File: src/rtl/mem_request_queue.sv
// mem_request_queue
//   Initiator side of the execute-to-memory interface. Operations from the
//   execute stage are taken over a valid/ready handshake and held in a small
//   FIFO. One packed 36-bit request word per cycle is registered toward the
//   memory-access stage. When nothing is eligible, an all-zero bubble is sent.
//
// Ports
//   clk, rst         clock, asynchronous active-high reset
//   in_valid/ready   execute-side handshake (ready = !full, registered only)
//   in_addr          5-bit word address
//   in_value         16-bit data; only [10:0] is carried
//   in_is_load, in_is_mem_write, in_is_write, in_reg  op flags / dest reg
//   mem_stall        memory stage cannot take a request this cycle
//   req_word         registered packed request (36'h0 = bubble)
//   issued_count     count of non-bubble requests issued (wraps)
//   err_illegal      sticky: an op arrived with both load and mem_write set
module mem_request_queue #(
  parameter int DEPTH = 4,
  parameter int CNT_W = 16
) (
  input  logic             clk,
  input  logic             rst,
  input  logic             in_valid,
  output logic             in_ready,
  input  logic [4:0]       in_addr,
  input  logic [15:0]      in_value,
  input  logic             in_is_load,
  input  logic             in_is_mem_write,
  input  logic             in_is_write,
  input  logic [2:0]       in_reg,
  input  logic             mem_stall,
  output logic [35:0]      req_word,
  output logic [CNT_W-1:0] issued_count,
  output logic             err_illegal
);

  localparam int AW = $clog2(DEPTH);

  // Low 22 bits of the request word; bits [35:22] are always zero.
  typedef struct packed {
    logic [2:0]  rd;
    logic        wr;
    logic        mw;
    logic        ld;
    logic [10:0] val;
    logic [4:0]  addr;
  } req_t;

  req_t          in_req;
  req_t          mem [DEPTH];
  logic [AW-1:0] rd_ptr, wr_ptr;
  logic [AW:0]   cnt;
  logic          empty, full;
  logic          accept, illegal, legal_acc;
  logic          push, pop, bypass;
  req_t          next_req;

  // Upper value bits are intentionally dropped by the packed format.
  logic unused_value_hi;
  assign unused_value_hi = ^in_value[15:11];

  assign in_req = '{rd: in_reg, wr: in_is_write, mw: in_is_mem_write,
                    ld: in_is_load, val: in_value[10:0], addr: in_addr};

  assign empty    = (cnt == '0);
  assign full     = (cnt == (AW+1)'(DEPTH));
  assign in_ready = !full;

  assign accept    = in_valid && in_ready;
  assign illegal   = in_is_load && in_is_mem_write;
  assign legal_acc = accept && !illegal;

  // Bypass only when the queue is empty and the memory side is free, so
  // ordering is never violated. Otherwise a legal op goes into the FIFO.
  assign pop    = !mem_stall && !empty;
  assign bypass = !mem_stall && empty && legal_acc;
  assign push   = legal_acc && !bypass;

  always_comb begin
    next_req = '0;
    if (pop)         next_req = mem[rd_ptr];
    else if (bypass) next_req = in_req;
  end

  // Storage is not reset; the pointers define what is valid.
  always_ff @(posedge clk) begin
    if (push) mem[wr_ptr] <= in_req;
  end

  always_ff @(posedge clk or posedge rst) begin
    if (rst) begin
      rd_ptr       <= '0;
      wr_ptr       <= '0;
      cnt          <= '0;
      req_word     <= '0;
      issued_count <= '0;
      err_illegal  <= 1'b0;
    end else begin
      if (push) wr_ptr <= wr_ptr + 1'b1;
      if (pop)  rd_ptr <= rd_ptr + 1'b1;
      case ({push, pop})
        2'b10:   cnt <= cnt + 1'b1;
        2'b01:   cnt <= cnt - 1'b1;
        default: cnt <= cnt;
      endcase
      req_word <= {14'h0, next_req};
      if (pop || bypass) issued_count <= issued_count + 1'b1;
      if (accept && illegal) err_illegal <= 1'b1;
    end
  end

endmodule

File: config.mk
export PLATFORM = sky130hd
export DESIGN_NAME = mem_request_queue
export DESIGN_NICKNAME = d
export VERILOG_FILES = /design/src/rtl/mem_request_queue.sv
export SDC_FILE = /design/constraint.sdc
export NUM_CORES = 1
export LEC_CHECK = 0
export BUFFER_PORTS_ARGS = -buffer_cell sky130_fd_sc_hd__buf_2
export CAP_MARGIN = 20
export CORE_MARGIN = 2
export CORE_UTILIZATION = 53
export CTS_CLUSTER_DIAMETER = 200
export DETAILED_ROUTE_END_ITERATION = 7
export HOLD_SLACK_MARGIN = 0.05
export PLACE_DENSITY = 0.77
export SYNTH_ARGS = -nofsm -noshare
export SYNTH_HDL_FRONTEND = slang
export SYNTH_SLANG_ARGS = --single-unit
File: constraint.sdc
create_clock -name clk -period 5.8 [get_ports clk]
set_input_delay 0.29 -clock clk [delete_from_list [all_inputs] [get_ports clk]]
set_output_delay 0.29 -clock clk [all_outputs]
set_load 0.005 [all_outputs]
==> flow_summary.yaml <==
grt:
  grt_max_degree: 47
  grt_pass1_wl_um: 15200
  track_usage_pct: 18.7
  first_global_vias: 2992
  grt-ovfl-total: 0
  antenna_found_initial: 0
clock_tree:
  cts_tree: "done"
  cts_inserted_buffers: 17
  clk_pin_slew_ns: 0.06
  cts_sinks: 134
  htreeDepth: 4
  root_buffer: "clkbuf_8"
  clk_latency_ns: 0.52
  post-cts-setup-buffers: 0
  clock_path_buffers: 2
layout:
  fin_nets: 425
  num_antenna_cells: 0
  drive_above_1_share_pct: 39.3
  final-seq-area_um2: 3790
  fill_cells: 653
  multi_input_comb_area_um2: 1360
  syn2layout_area_growth_pct: 24.1
  final_common_cell: "edfxtp_1"
  fin_cells: 533
  final_cell_mix: "88 x edfxtp_1, 65 x buf_2, 46 x dfrtp_1, 24 x dlygate4sd3_1, 22 x mux4_2"
detailed_routing:
  firstDrtPassIters: 4
  routed_wl_um: 9380
  drc_errors: 0
  met3_length_um: 547
  m1WireLength_um: 3990
  vias: 2814
  top_layer_used: "met4"
  dr_wl_met2_um: 4730
  avgViaCountPerCell: 5.28
  ant_nets: 0
  initialDrtViolationCount: 126
  wl_per_cell_um: 17.6
timing:
  finalCritPeriodShare_pct: 40.2
  clock_skew_ns: 0.00856
  maxSlewViolCount: 0
  finalSetupViolCount: 0
  rsz0062_at_grt: "false"
  post-route-min-period_ns: 2.33
  slew_headroom_pct: 28.0
  max_freq_mhz: 429
  tightest_slew_ns: 1.08
  hold_viol: 0
  finalSetupTns_ns: 0
outcome:
  outcome: "complete, no violations"
placed_design:
  port_buffers: 65
  gp_congestion: 0.723
  dpl.hpwl_um: 5440
  placed_cells: 475
floorplan:
  io_pins: 85
  die_y_um: 104
  start_util_pct: 54.6
  fp-row-count: 36
  dieArea_um2: 10800
  coreArea_um2: 9730
  die_x_um: 104
pwr:
  pwr-share-seq_pct: 44.3
  swShare_pct: 27.9
  cell_internal_pwr_mw: 2.23
  leakagePower_nw: 2.68
  ir_worst_vdd_v: 0.000207
  power_frac_clock_pct: 33.5
  switching_power_uw: 866
  power_density_nw_per_um2: 471
  combPwrFrac_pct: 22.2
synthesis:
  synth_ff_type: "edfxtp_1"
  synth.largest_area_cell: "edfxtp_1"
  synthesis.area_um2: 5310
  yosysSeqAreaShare_pct: 71.4
  synth.avg_cell_area_um2: 18.9
  synthTopCellsByArea: "edfxtp_1 50%, dfrtp_1 22%, mux4_2 9.3%"
  synth_cell_type_count: 35
  syn-instance-count: 281
  synth_seq_cells: 134
  async_reset_ff_share_pct: 34.3
  synth-edff-count: 88
  ys_warn_count: 0
  yosys.area.top_type_share_pct: 49.8
run:
  cap_violations: 0
setup_path:
  max_stage_delay_ns: 0.66
  worst-path-buf-inv: 3
  crit_fanout: 14
  cpLargestDelayFamily: "buffers and inverters"
  startpoint_type: "primary input"
  critPathRequiredTime_ns: 6.02
  path_class: "primary input to flip-flop"
  reg2reg_from: "cnt[2]$_DFFE_PP0P_"
  r2r_cells: 4
  worstPathArrival_ns: 2.55
  critPathCaptureType: "flip-flop"
  cp_slowest_cell: "and2_1"
  path_cells: "dlygate4sd3_1 > buf_2 > a21bo_2 > a21oi_2 > and2_1 > buf_4"
  r2r_slack_ns: 3.59
  timing.rr.end: "mem[0][6]$_DFFE_PP_"
hold_path:
  worst_hold_path.endpoint: "issued_count[0]$_DFFE_PP0P_"
  min_from: "mem_stall"
  hold_depth: 3
  hold_path.class: "primary input to flip-flop"
per-layer routing:
metal	GRT usage (%)	vias to the layer above
li1	-	1268
met1	23.7	1425
met2	30.8	110
met3	4.57	11
met4	8.69	0
met5	0	-
area by class of cell:
type                            count  area share, %
Clock buffer                       17           6.29
Clock inverter                     15           2.56
Inverter                            8          0.456
Multi-Input combinational cell    129           20.6
Sequential cell                   134           57.6
Tap cell                          133           2.53
Timing Repair Buffer               97           9.99
worst register-to-register path: cells and delay by family, from the launching register on:
kind                   cells  cell delay [ns]
buffers and inverters      1             0.33
AO/OA/AOI/OAI              1             0.30
AND/OR/NAND/NOR            2             0.84
flip-flops                 1             0.44
cells in the mapped netlist (all sizes together), types with 5 or more instances:
cell type	count
nand2	8
and2	5
dfrtp	46
xnor2	15
nand4	5
inv	8
a22o	22
mux4	22
edfxtp	88
ha	6
buf	21
xor2	6
worst max-delay path by stage:
stage                       start                    to  slack [ns]  cells after the start
2_1_floorplan  cnt[0]$_DFFE_PP0P_    cnt[2]$_DFFE_PP0P_        3.78                      9
3_3_place_gp      in_is_mem_write  mem[0][15]$_DFFE_PP_        3.48                      5
3_5_place_dp      in_is_mem_write   mem[0][6]$_DFFE_PP_        3.48                      5
4_1_cts           in_is_mem_write   mem[0][6]$_DFFE_PP_        3.47                      6
5_1_grt           in_is_mem_write   mem[0][6]$_DFFE_PP_        3.36                      6
6_report          in_is_mem_write   mem[0][6]$_DFFE_PP_        3.47                      6
what timing repair did:
action,in CTS,in global routing
resized for setup,0,0
endpoints found under the hold margin,119,0
hold buffers,24,0
flip-flops by register name (all words and copies together) (netlist names):
register and count:
cnt 3, err_illegal 1, issued_count 16, mem 88, rd_ptr 2, req_word 22, wr_ptr 2
power by group through the flow:
stage	sequential [mW]	clock, mW	combinational (mW)
2_1_floorplan	1.35	0	0.512
3_3_place_gp	1.39	0	0.647
3_5_place_dp	1.39	0	0.671
4_1_cts	1.38	1.05	0.693
5_1_grt	1.40	1.09	0.752
6_report	1.37	1.04	0.687
through the flow:
step           total power [mW]  setup slack (ns)  util, %  area, µm²  hold slack (ns)
3_5_place_dp               2.07              3.48     58.8       5720            0.453
5_1_grt                    3.25              3.36     67.7       6590            0.271
6_report                   3.10              3.47     67.7       6590            0.253
4_1_cts                    3.12              3.47     67.2       6540            0.239
2_1_floorplan              1.86              3.78        -       5360            0.389
3_3_place_gp               2.03              3.48     58.8       5720            0.444
cells by family (layout without fill, tap and decap cells):
family / Yosys count / count (layout) / synth area share [%]
and+or+nand+nor: 33 / 33 / 4.08
other: 1 / 14 / 0.0706
buffers and inverters: 31 / 137 / 3.98
muxes: 24 / 24 / 9.73
adders and majority gates: 7 / 7 / 1.79
xor gates and xnor gates: 21 / 21 / 3.46
AOI/OAI and AO/OA: 30 / 30 / 5.44
DFF: 134 / 134 / 71.4
Note: power is estimated with default switching activity, not from simulation.
